--- src/rtl/text_overlay_pkg.sv ---
// Shared constants for the text overlay engine.
// Holds the character-buffer entry layout {blink, color[2:0], char[6:0]},
// the blank character, the background colour and the character cell geometry.
package text_overlay_pkg;

   localparam int ENTRY_W   = 11;
   localparam int CHAR_W    = 7;
   localparam int CHAR_LSB  = 0;
   localparam int COLOR_W   = 3;
   localparam int COLOR_LSB = 7;
   localparam int BLINK_BIT = 10;

   localparam logic [CHAR_W-1:0]  BLANK_CHAR = 7'h00;
   localparam logic [COLOR_W-1:0] BG_RGB     = 3'b111;
   localparam logic [ENTRY_W-1:0] BLANK_ENTRY = {1'b0, 3'b000, BLANK_CHAR};

   // Font is 8x16, drawn 2x scaled into 16x32 screen-pixel cells.
   localparam int FONT_W = 8;
   localparam int FONT_H = 16;
   localparam int CELL_W = 16;
   localparam int CELL_H = 32;

   function automatic logic [CHAR_W-1:0] entry_char(input logic [ENTRY_W-1:0] e);
      return e[CHAR_LSB +: CHAR_W];
   endfunction

   function automatic logic [COLOR_W-1:0] entry_color(input logic [ENTRY_W-1:0] e);
      return e[COLOR_LSB +: COLOR_W];
   endfunction

   function automatic logic entry_blink(input logic [ENTRY_W-1:0] e);
      return e[BLINK_BIT];
   endfunction

endpackage

--- src/rtl/text_overlay_engine_font_rom.sv ---
// font_rom: synchronous 128-glyph x 16-row font, 8 pixels per row, MSB is the
// leftmost pixel. Glyph 0 is blank; 'A' and 'H' carry their usual shapes, the
// remaining codes hold a fixed filler pattern.
// Ports: clk - clock; addr - {char[6:0], glyph_row[3:0]}; data - row bits (1 clk later).
module font_rom (
   input  logic        clk,
   input  logic [10:0] addr,
   output logic [7:0]  data
);

   function automatic logic [7:0] glyph(input logic [6:0] ch, input logic [3:0] row);
      logic [7:0] g;
      g = 8'h00;
      case (ch)
         7'h00: g = 8'h00;
         7'h41: begin
            case (row)
               4'd2:    g = 8'h10;
               4'd3:    g = 8'h38;
               4'd4:    g = 8'h6C;
               4'd5, 4'd6, 4'd8, 4'd9, 4'd10, 4'd11: g = 8'hC6;
               4'd7:    g = 8'hFE;
               default: g = 8'h00;
            endcase
         end
         7'h48: begin
            case (row)
               4'd2, 4'd3, 4'd4, 4'd5, 4'd7, 4'd8, 4'd9, 4'd10, 4'd11: g = 8'hC6;
               4'd6:    g = 8'hFE;
               default: g = 8'h00;
            endcase
         end
         default: g = (({1'b0, ch} * 8'd29) + ({4'd0, row} * 8'd53)) ^ 8'h5A;
      endcase
      return g;
   endfunction

   always_ff @(posedge clk) begin
      data <= glyph(addr[10:4], addr[3:0]);
   end

endmodule

--- src/rtl/text_overlay_engine.sv ---
// text_overlay_engine: character-cell text overlay for a VGA pixel stream.
// A NUM_ROWS x ROW_CHARS buffer of {blink, color, char} entries is rendered
// with a 2x-scaled 8x16 font. Output latency from pix_x/pix_y is 2 clocks:
// edge 1 registers the cell fields and the font ROM row together, edge 2
// registers the final pixel.
// Ports:
//   clk, reset             - clock, async active-high reset
//   pix_x, pix_y           - current pixel coordinate
//   frame_tick             - one pulse per frame, drives the blink timer
//   wr_en/wr_row/wr_col/wr_data - buffer write port
//   cursor_en/cursor_row/cursor_col - inverted-video cursor cell
//   text_on                - one-hot logical row under the pixel (0 outside text)
//   text_rgb               - pixel colour
module text_overlay_engine
   import text_overlay_pkg::*;
#(
   parameter int NUM_ROWS     = 9,
   parameter int ROW_CHARS    = 16,
   parameter int ROW_BASE     = 1,
   parameter int BLINK_FRAMES = 30,
   localparam int ROW_W   = (NUM_ROWS > 1) ? $clog2(NUM_ROWS) : 1,
   localparam int COL_W   = (ROW_CHARS > 1) ? $clog2(ROW_CHARS) : 1,
   localparam int BLINK_W = (BLINK_FRAMES > 1) ? $clog2(BLINK_FRAMES) : 1
) (
   input  logic                clk,
   input  logic                reset,
   input  logic [9:0]          pix_x,
   input  logic [9:0]          pix_y,
   input  logic                frame_tick,
   input  logic                wr_en,
   input  logic [ROW_W-1:0]    wr_row,
   input  logic [COL_W-1:0]    wr_col,
   input  logic [ENTRY_W-1:0]  wr_data,
   input  logic                cursor_en,
   input  logic [ROW_W-1:0]    cursor_row,
   input  logic [COL_W-1:0]    cursor_col,
   output logic [NUM_ROWS-1:0] text_on,
   output logic [2:0]          text_rgb
);

   logic [ENTRY_W-1:0] char_mem [NUM_ROWS][ROW_CHARS];

   logic               wr_ok;
   logic [4:0]         trow;
   logic [5:0]         col;
   logic               in_area;
   logic [ROW_W-1:0]   trow_idx;
   logic [COL_W-1:0]   col_idx;
   logic [ENTRY_W-1:0] rd_entry;
   logic               cursor_hit;
   logic [10:0]        font_addr;
   logic [7:0]         font_word;

   logic               s1_valid;
   logic               s1_in_area;
   logic [ROW_W-1:0]   s1_row;
   logic [2:0]         s1_bit;
   logic [COLOR_W-1:0] s1_color;
   logic               s1_blink;
   logic               s1_cursor;

   logic [BLINK_W-1:0] blink_cnt;
   logic               blink_phase;

   logic               fg;
   logic [NUM_ROWS-1:0] nxt_on;
   logic [2:0]          nxt_rgb;

   // Pixel bit 0 is below the 2x scaling resolution.
   logic unused_pix;
   assign unused_pix = pix_x[0] ^ pix_y[0];

   // ---------------- character buffer ----------------
   assign wr_ok = (32'(wr_row) < NUM_ROWS) && (32'(wr_col) < ROW_CHARS);

   always_ff @(posedge clk or posedge reset) begin
      if (reset) begin
         for (int r = 0; r < NUM_ROWS; r++) begin
            for (int c = 0; c < ROW_CHARS; c++) begin
               char_mem[r][c] <= BLANK_ENTRY;
            end
         end
      end else if (wr_en && wr_ok) begin
         char_mem[wr_row][wr_col] <= wr_data;
      end
   end

   // ---------------- stage 0: cell lookup ----------------
   // Rows above ROW_BASE underflow to a large trow and fall out of the area.
   assign trow     = pix_y[9:5] - 5'(ROW_BASE);
   assign col      = pix_x[9:4];
   assign in_area  = (32'(trow) < NUM_ROWS) && (32'(col) < ROW_CHARS);
   assign trow_idx = trow[ROW_W-1:0];
   assign col_idx  = col[COL_W-1:0];
   assign rd_entry = in_area ? char_mem[trow_idx][col_idx] : BLANK_ENTRY;
   assign cursor_hit = cursor_en && (trow_idx == cursor_row) && (col_idx == cursor_col);
   assign font_addr  = {entry_char(rd_entry), pix_y[4:1]};

   always_ff @(posedge clk or posedge reset) begin
      if (reset) begin
         s1_valid   <= 1'b0;
         s1_in_area <= 1'b0;
         s1_row     <= '0;
         s1_bit     <= '0;
         s1_color   <= '0;
         s1_blink   <= 1'b0;
         s1_cursor  <= 1'b0;
      end else begin
         s1_valid   <= 1'b1;
         s1_in_area <= in_area;
         s1_row     <= trow_idx;
         s1_bit     <= pix_x[3:1];
         s1_color   <= entry_color(rd_entry);
         s1_blink   <= entry_blink(rd_entry);
         s1_cursor  <= cursor_hit;
      end
   end

   // ---------------- stage 1: font ROM ----------------
   // The ROM address comes straight from stage 0, so the glyph row lands on
   // the same edge as the registered cell fields.
   font_rom u_font_rom (
      .clk  (clk),
      .addr (font_addr),
      .data (font_word)
   );

   // ---------------- blink timer ----------------
   always_ff @(posedge clk or posedge reset) begin
      if (reset) begin
         blink_cnt   <= '0;
         blink_phase <= 1'b0;
      end else if (frame_tick) begin
         if (blink_cnt == BLINK_W'(BLINK_FRAMES - 1)) begin
            blink_cnt   <= '0;
            blink_phase <= ~blink_phase;
         end else begin
            blink_cnt <= blink_cnt + 1'b1;
         end
      end
   end

   // ---------------- stage 2: pixel colour ----------------
   always_comb begin
      nxt_on  = '0;
      nxt_rgb = BG_RGB;
      fg      = font_word[~s1_bit] && !(s1_blink && blink_phase);
      if (s1_valid && s1_in_area) begin
         nxt_on = NUM_ROWS'(1) << s1_row;
         if (s1_cursor) begin
            nxt_rgb = fg ? BG_RGB : s1_color;
         end else begin
            nxt_rgb = fg ? s1_color : BG_RGB;
         end
      end
   end

   always_ff @(posedge clk or posedge reset) begin
      if (reset) begin
         text_on  <= '0;
         text_rgb <= BG_RGB;
      end else begin
         text_on  <= nxt_on;
         text_rgb <= nxt_rgb;
      end
   end

endmodule

--- config.mk ---
export PLATFORM = sky130hd
export DESIGN_NAME = text_overlay_engine
export DESIGN_NICKNAME = d
export VERILOG_FILES = /design/src/rtl/text_overlay_pkg.sv /design/src/rtl/text_overlay_engine_font_rom.sv /design/src/rtl/text_overlay_engine.sv
export SDC_FILE = /design/constraint.sdc
export NUM_CORES = 2
export LEC_CHECK = 0
export CORE_UTILIZATION = 45
export CTS_BUF_LIST = sky130_fd_sc_hd__clkbuf_4
export DETAILED_ROUTE_END_ITERATION = 12
export PLACE_DENSITY_LB_ADDON = 0.08
export SYNTH_ARGS = -nofsm -noshare
export SYNTH_HDL_FRONTEND = slang
export SYNTH_SLANG_ARGS = --single-unit
--- constraint.sdc ---
create_clock -name clk -period 82 [get_ports clk]
set_input_delay 16.4 -clock clk [delete_from_list [all_inputs] [get_ports clk]]
set_output_delay 16.4 -clock clk [all_outputs]
set_load 0.1 [all_outputs]
-- Word level (Yosys, flattened, before mapping)
Memory sizes are Yosys's and may differ from the RTL's.
Cells that the tools add are included.
Widths: inputs -> output; s select.
- add/sub/neg operators: 3
- multipliers: 2
- order comparisons: 10
- equal/unequal tests: 5
- shift operators: 1
- multiplexer cells: 21
- bitwise operators: 7
- reduce and logical (&&, ||, !) cells: 12
- operator list (kind ; count):
    $bwmux 1584 ; 1
    $bmux 176 s4 ; 1
    $demux 176 s4 ; 1
    $mux 176 ; 3
    $bmux 11 s4 ; 1
    $demux 11 s4 ; 1
    $mux 11 ; 4
    $pmux 8 s3 ; 1
    $ge 5x5->1 const B ; 4
    $not 4->5 ; 4
    $eq 7x7->1 const B ; 2
    $mux 3 ; 4
    $lt 5x1->1 const B ; 2
    $logic_and 1x1->1 ; 9
    $mux 9 ; 1
    $shl 1x4->9 const A ; 1
    $add 8x8->8 ; 1
    $eq 4x4->1 ; 2
    $mul 4x6->8 const B ; 1
    $mul 7x5->8 const B ; 1
    $logic_not 7->1 ; 1
    $lt 6x5->1 const B ; 1
    $add 5x1->5 const B ; 1
    $eq 5x5->1 const B ; 1
    12 further kinds ; 12
- register bits after elaboration: 1624
- memory bits (read-only): 224
- input bits: 52
- logic and storage cells: 219
- memories: 2
- memories (name ; words ; bits a word ; read ports ; clocked after Yosys merged registers in ; wr ports ; line ; source):
    (no name shown) ; 16 ; 7 ; 1 ; 0 ; 0 ; text_overlay_engine_font_rom.sv:17 ; case (row)
    (no name shown) ; 16 ; 7 ; 1 ; 0 ; 0 ; text_overlay_engine_font_rom.sv:27 ; case (row)

-- Depth between registers and ports, before layout
- depth after elaboration: 13
- depth in mapped cells: 35
- mapped depth without buffers: 26

-- Modules after synthesis
A second synthesis with hierarchy kept.
- cell total of the unflattened synthesis: 5411
- area, all modules: 75650.1 um^2
- modules (own cells, without submodules) (module ; instances ; cells each ; area an instance (um^2) ; seq. area each (um^2)):
    text_overlay_engine ; 1 ; 5267 ; 74295.0 ; 40442.5
    font_rom ; 1 ; 144 ; 1355.0 ; 160.2

-- Worst setup path after synthesis
OpenSTA, ideal clock, no wires.
- kind: in2reg
- start: input port pix_y[5]
- end: register u_font_rom.data[7]
- data arrival time: 22.845 ns
- setup slack: 59.018 ns
- stages on the path: 31
- buffers on the path: 8
- path through: buf_6 inv_1 buf_2 buf_1 ha_1 buf_4 buf_2 buf_2 buf_2 buf_2 mux4_2 mux4_2 nand2_1 o21ai_0 mux4_2 o21ai_0 nand2b_1 ha_1 fa_1 inv_1 fa_1 inv_1 fa_1 xor2_1 xnor2_1 xnor2_1 xnor2_1 xnor2_1 xnor2_1 xnor2_1 o211ai_1
- word-level cells in the longest chain between the ends: 12
- elaborated cells between the ends (all ways): 17
- RTL lines (item ; line ; source):
    start, declared ; text_overlay_engine.sv:28 ; input logic [9:0] pix_y,
    $sub 5x1->5 (*) ; text_overlay_engine.sv:90 ; assign trow = pix_y[9:5] - 5'(ROW_BASE);
    named net trow[0] ; text_overlay_engine.sv:44 ; logic [4:0] trow;
    $not 4->5 (implied by the code) ; text_overlay_engine.sv:95 ; assign rd_entry = in_area ? char_mem[trow_idx][col_idx] : BLANK_ENTRY;
    $bmux 176 s4 ; text_overlay_engine.sv:95 ;
    $mux 176 (implied by the code) (2 in series) ; text_overlay_engine.sv:95 ;
    $bmux 11 s4 ; text_overlay_engine.sv:95 ;
    $mux 11 (implied by the code) (2 in series) ; text_overlay_engine.sv:95 ;
    $mux 11 (*) ; text_overlay_engine.sv:95 ;
    $mul 7x5->8 ; text_overlay_engine_font_rom.sv:33 ; default: g = (({1'b0, ch} * 8'd29) + ({4'd0, row} * 8'd53)) ^ 8'h5A;
    $add 8x8->8 ; text_overlay_engine_font_rom.sv:33 ;
    $pmux 8 s3 (*) ; text_overlay_engine_font_rom.sv:14 ; case (ch)
    end signal, assigned ; text_overlay_engine_font_rom.sv:39 ; data <= glyph(addr[10:4], addr[3:0]);
    end, declared ; text_overlay_engine_font_rom.sv:8 ; output logic [7:0] data
Mark *: on every way through the listed nets, which the timed path passes. The rest lies on a longest branch. The select of a mux whose other input is x is not followed.
A chain may end at the register's enable or synchronous reset.

-- Worst setup path in the final report
- start: input port pix_y[5]
- end: register u_font_rom.data[7]
- word-level cells in the longest chain between the ends: 12
- elaborated cells between the ends (all ways): 17
- RTL lines (item ; line):
    $sub 5x1->5 (*) ; text_overlay_engine.sv:90
    $not 4->5 (implied by the code) ; text_overlay_engine.sv:95
    $bmux 176 s4 ; text_overlay_engine.sv:95
    $mux 176 (implied by the code) (2 in series) ; text_overlay_engine.sv:95
    $bmux 11 s4 ; text_overlay_engine.sv:95
    $mux 11 (implied by the code) (2 in series) ; text_overlay_engine.sv:95
    $mux 11 (*) ; text_overlay_engine.sv:95
    $mul 7x5->8 ; text_overlay_engine_font_rom.sv:33
    $add 8x8->8 ; text_overlay_engine_font_rom.sv:33
    $pmux 8 s3 (*) ; text_overlay_engine_font_rom.sv:14
Every way passes the cells marked *; elsewhere a longest branch is shown, timed or not. The select of a mux whose other input is x is not followed.

==> flow_metrics.env <==
export IMPL_status="completed"
export IMPL_antenna_found_initial=15
export IMPL_grt_use_total_pct=25.8
export IMPL_cts_max_level=5
export IMPL_ys_seq_area_share_pct=53.7
export IMPL_power_density_mw_per_mm2=20.3
export IMPL_pwr_share_clk_pct=41.9
export IMPL_coreArea_sq_mm=0.167
export IMPL_synth_nets=5183
export IMPL_grt_start_max_net_pins=176
export IMPL_cts_buffers=453
export IMPL_crit_path_start_kind="primary input"
export IMPL_place_gp_congestion=0.846
export IMPL_hold_viol=0
export IMPL_ys_types=70
export IMPL_worstMarginPinSlew_ns=1.27
export IMPL_required_ns=83.22
export IMPL_post_cts_resized=0
export IMPL_dieArea_sq_mm=0.170
export IMPL_io_pins=64
export IMPL_synthFlopType="dfrtp_1"
export IMPL_grt_pass1_vias=47200
export IMPL_grt_first_pass_wirelength_mm=324
export IMPL_start_util_pct=45.2
export IMPL_netlist_area_sq_mm=0.0756
export IMPL_rr_endpoint="u_font_rom.data[7]"
export IMPL_drc_errors=0
export IMPL_fin_nets=5368
export IMPL_swShare_pct=26.0
export IMPL_post_cts_setup_buffers=0
export IMPL_portBuffers=61
export IMPL_ys_async_sr_fraction_pct=99.5
export IMPL_die_w_microns=412
export IMPL_hold_path_end="char_mem[1282]"
export IMPL_period_share_pct=30.5
export IMPL_finClkSkew_ns=0.145
export IMPL_setup_viol=0
export IMPL_drt_iter0_drc=3207
export IMPL_setup_tns_ns=0
export IMPL_die_h_microns=412
export IMPL_wl_mm=214
export IMPL_cts_hold_buf=0
export IMPL_hp_start="char_mem[1282]"
export IMPL_reg2regPathDepth=20
export IMPL_finalInstanceArea_sq_mm=0.0837
export IMPL_hold_depth=1
export IMPL_syn_area_per_cell_sq_um=14.9
export IMPL_dpl_hpwl_mm=131
export IMPL_power_frac_comb_pct=8.7
export IMPL_rsz0062_at_grt="no"
export IMPL_place_area_sq_mm=0.0782
export IMPL_p_switching_w=0.000442
export IMPL_cp_max_fo=110
export IMPL_rows=150
export IMPL_grt_overflow=0
export IMPL_synth_edff_count=0
export IMPL_worst_setup_path_type="primary input to flop"
export IMPL_via_per_inst=5.81
export IMPL_final_common_cell="mux2_2"
export IMPL_hold_path_class="flop to flop"
export IMPL_slew_headroom_pct=14.2
export IMPL_wl_per_cell_microns=27.5
export IMPL_reg2reg_from="char_mem[748]"
export IMPL_p_leak_nw=40.3
export IMPL_ir_drop_mv=0.0143
export IMPL_cts_sinks=1624
export IMPL_fmax_mhz=40.0
export IMPL_clock_latency_ns=1.43
export IMPL_final_cell_mix="mux2_2 (1657), dfrtp_1 (1613), clkbuf_4 (689)"
export IMPL_synth_warnings=0
export IMPL_drt_first_pass_iters=7
export IMPL_cts_tree="done"
export IMPL_hold_ws_ns=0.498
export IMPL_slew_viol_final=0
export IMPL_syn_inst=5085
export IMPL_worst_endpoint_arrival_ns=26.21
export IMPL_drv_cap=0
export IMPL_via_count=45200
export IMPL_final_antenna_net_count=0
export IMPL_synth_seq_cells=1624
export IMPL_syn_to_final_growth_pct=10.7
export IMPL_drive_above_1_share_pct=52.6
export IMPL_rrSetupSlack_ns=75.33
export IMPL_endpoint_kind="flop"
export IMPL_clk_pin_slew_ns=0.06
export IMPL_p_int_w=0.00126
export IMPL_clock_path_buffers=4
export IMPL_root_buffer="clkbuf_4"
export IMPL_post_route_min_period_ns=24.99
export IMPL_pwr_share_seq_pct=49.3
## synthesized netlist by cell type (all sizes together), types with 32 or more instances
library cell	count	area [sq um]
a21oi	79	395
mux2i	113	1130
clkbuf	270	1010
dfrtp	1613	40400
nor2	156	596
nand2	170	638
buf	227	1100
ha	33	413
o21ai	32	160
inv	43	161
nor3	36	180
a221oi	36	315
mux4	361	8130
mux2	1657	18700
## per-stage QoR
step	power, W	instances	setup slack [ns]	util (%)
after floorplan	0.000956	5085	20.00	-
after detailed placement	0.00100	7019	55.64	46.8
final	0.00170	7780	57.02	50.1
after CTS	0.00173	7775	57.16	50.1
after global placement	0.00100	7019	55.57	46.8
after global routing	0.00179	7779	56.68	50.1
## per-layer routing
metal | vias up | track usage, % | part of all wire [%]
li1 | 19300 | - | -
met1 | 24300 | 36.6 | 45
met2 | 1175 | 39.3 | 46
met3 | 357 | 5.41 | 5.4
met4 | 6 | 9.15 | 3.2
met5 | - | 0 | 0.020
## cell families after synthesis
logic type	after synthesis	share of synthesized area [%]
flip-flops	1624	53.7
AND/OR/NAND/NOR	449	2.61
adder cells (fa/ha/maj)	46	0.891
other	1	0.00496
XOR/XNOR	28	0.349
multiplexers	2131	36.9
buffers and inverters	540	3.01
AO/OA/AOI/OAI	266	2.47
## worst max path at each step
| stage | from | end | slack (ns) |
|---|---|---|---|
| 2_1_floorplan | reset | blink_cnt[0] | 20.00 |
| 3_3_place_gp | pix_y[5] | u_font_rom.data[7] | 55.57 |
| 3_5_place_dp | pix_y[5] | u_font_rom.data[7] | 55.64 |
| 4_1_cts | pix_y[5] | u_font_rom.data[7] | 57.16 |
| 5_1_grt | pix_y[5] | u_font_rom.data[7] | 56.68 |
| 6_report | pix_y[5] | u_font_rom.data[7] | 57.02 |
## power by group through the flow
stage / clock (W) / sequential (W) / combinational [W]
after global routing: 0.000785 / 0.000842 / 0.000160
after global placement: 0 / 0.000853 / 0.000149
after floorplan: 0 / 0.000854 / 0.000103
after CTS: 0.000740 / 0.000839 / 0.000151
final: 0.000714 / 0.000840 / 0.000148
after detailed placement: 0 / 0.000854 / 0.000150
## worst max-delay path, stage by stage
cell	delay, ns
buf_8	0.30
clkinv_1	0.32
buf_4	0.40
ha_4	0.36
buf_4	0.69
buf_12	0.57
buf_4	0.59
mux2i_1	0.15
a311oi_1	0.31
nand4_1	0.29
a2111oi_0	1.11
a41oi_1	0.24
a311oi_4	0.50
or2_2	0.25
xnor2_1	0.16
ha_1	0.29
fa_1	0.53
fa_1	0.43
fa_1	0.45
ha_1	0.33
a21oi_1	0.23
o21bai_1	0.09
a21oi_1	0.24
xnor2_1	0.18
xnor2_1	0.10
xnor2_1	0.28
o211ai_1	0.12
## state kept, by name, summed over array words and instances (netlist names)
| register | flops |
|---|---|
| s1_row | 4 |
| blink_cnt | 5 |
| s1_blink | 1 |
| text_on | 9 |
| s1_cursor | 1 |
| s1_valid | 1 |
| blink_phase | 1 |
| text_rgb | 3 |
| s1_in_area | 1 |
| s1_color | 3 |
| u_font_rom.data | 8 |
| char_mem | 1584 |
| s1_bit | 3 |
## layout make-up
type	instances	area [sq um]
inverters	43	176
well taps	2204	2760
flip-flops and latches	1624	40600
diodes	5	12.5
fillers	14700	83400
clock buffers	689	5170
multi-input cells	2921	32700
clock inverters	67	274
repair buffers	227	1940
Note: power is estimated with default switching activity, not from simulation.
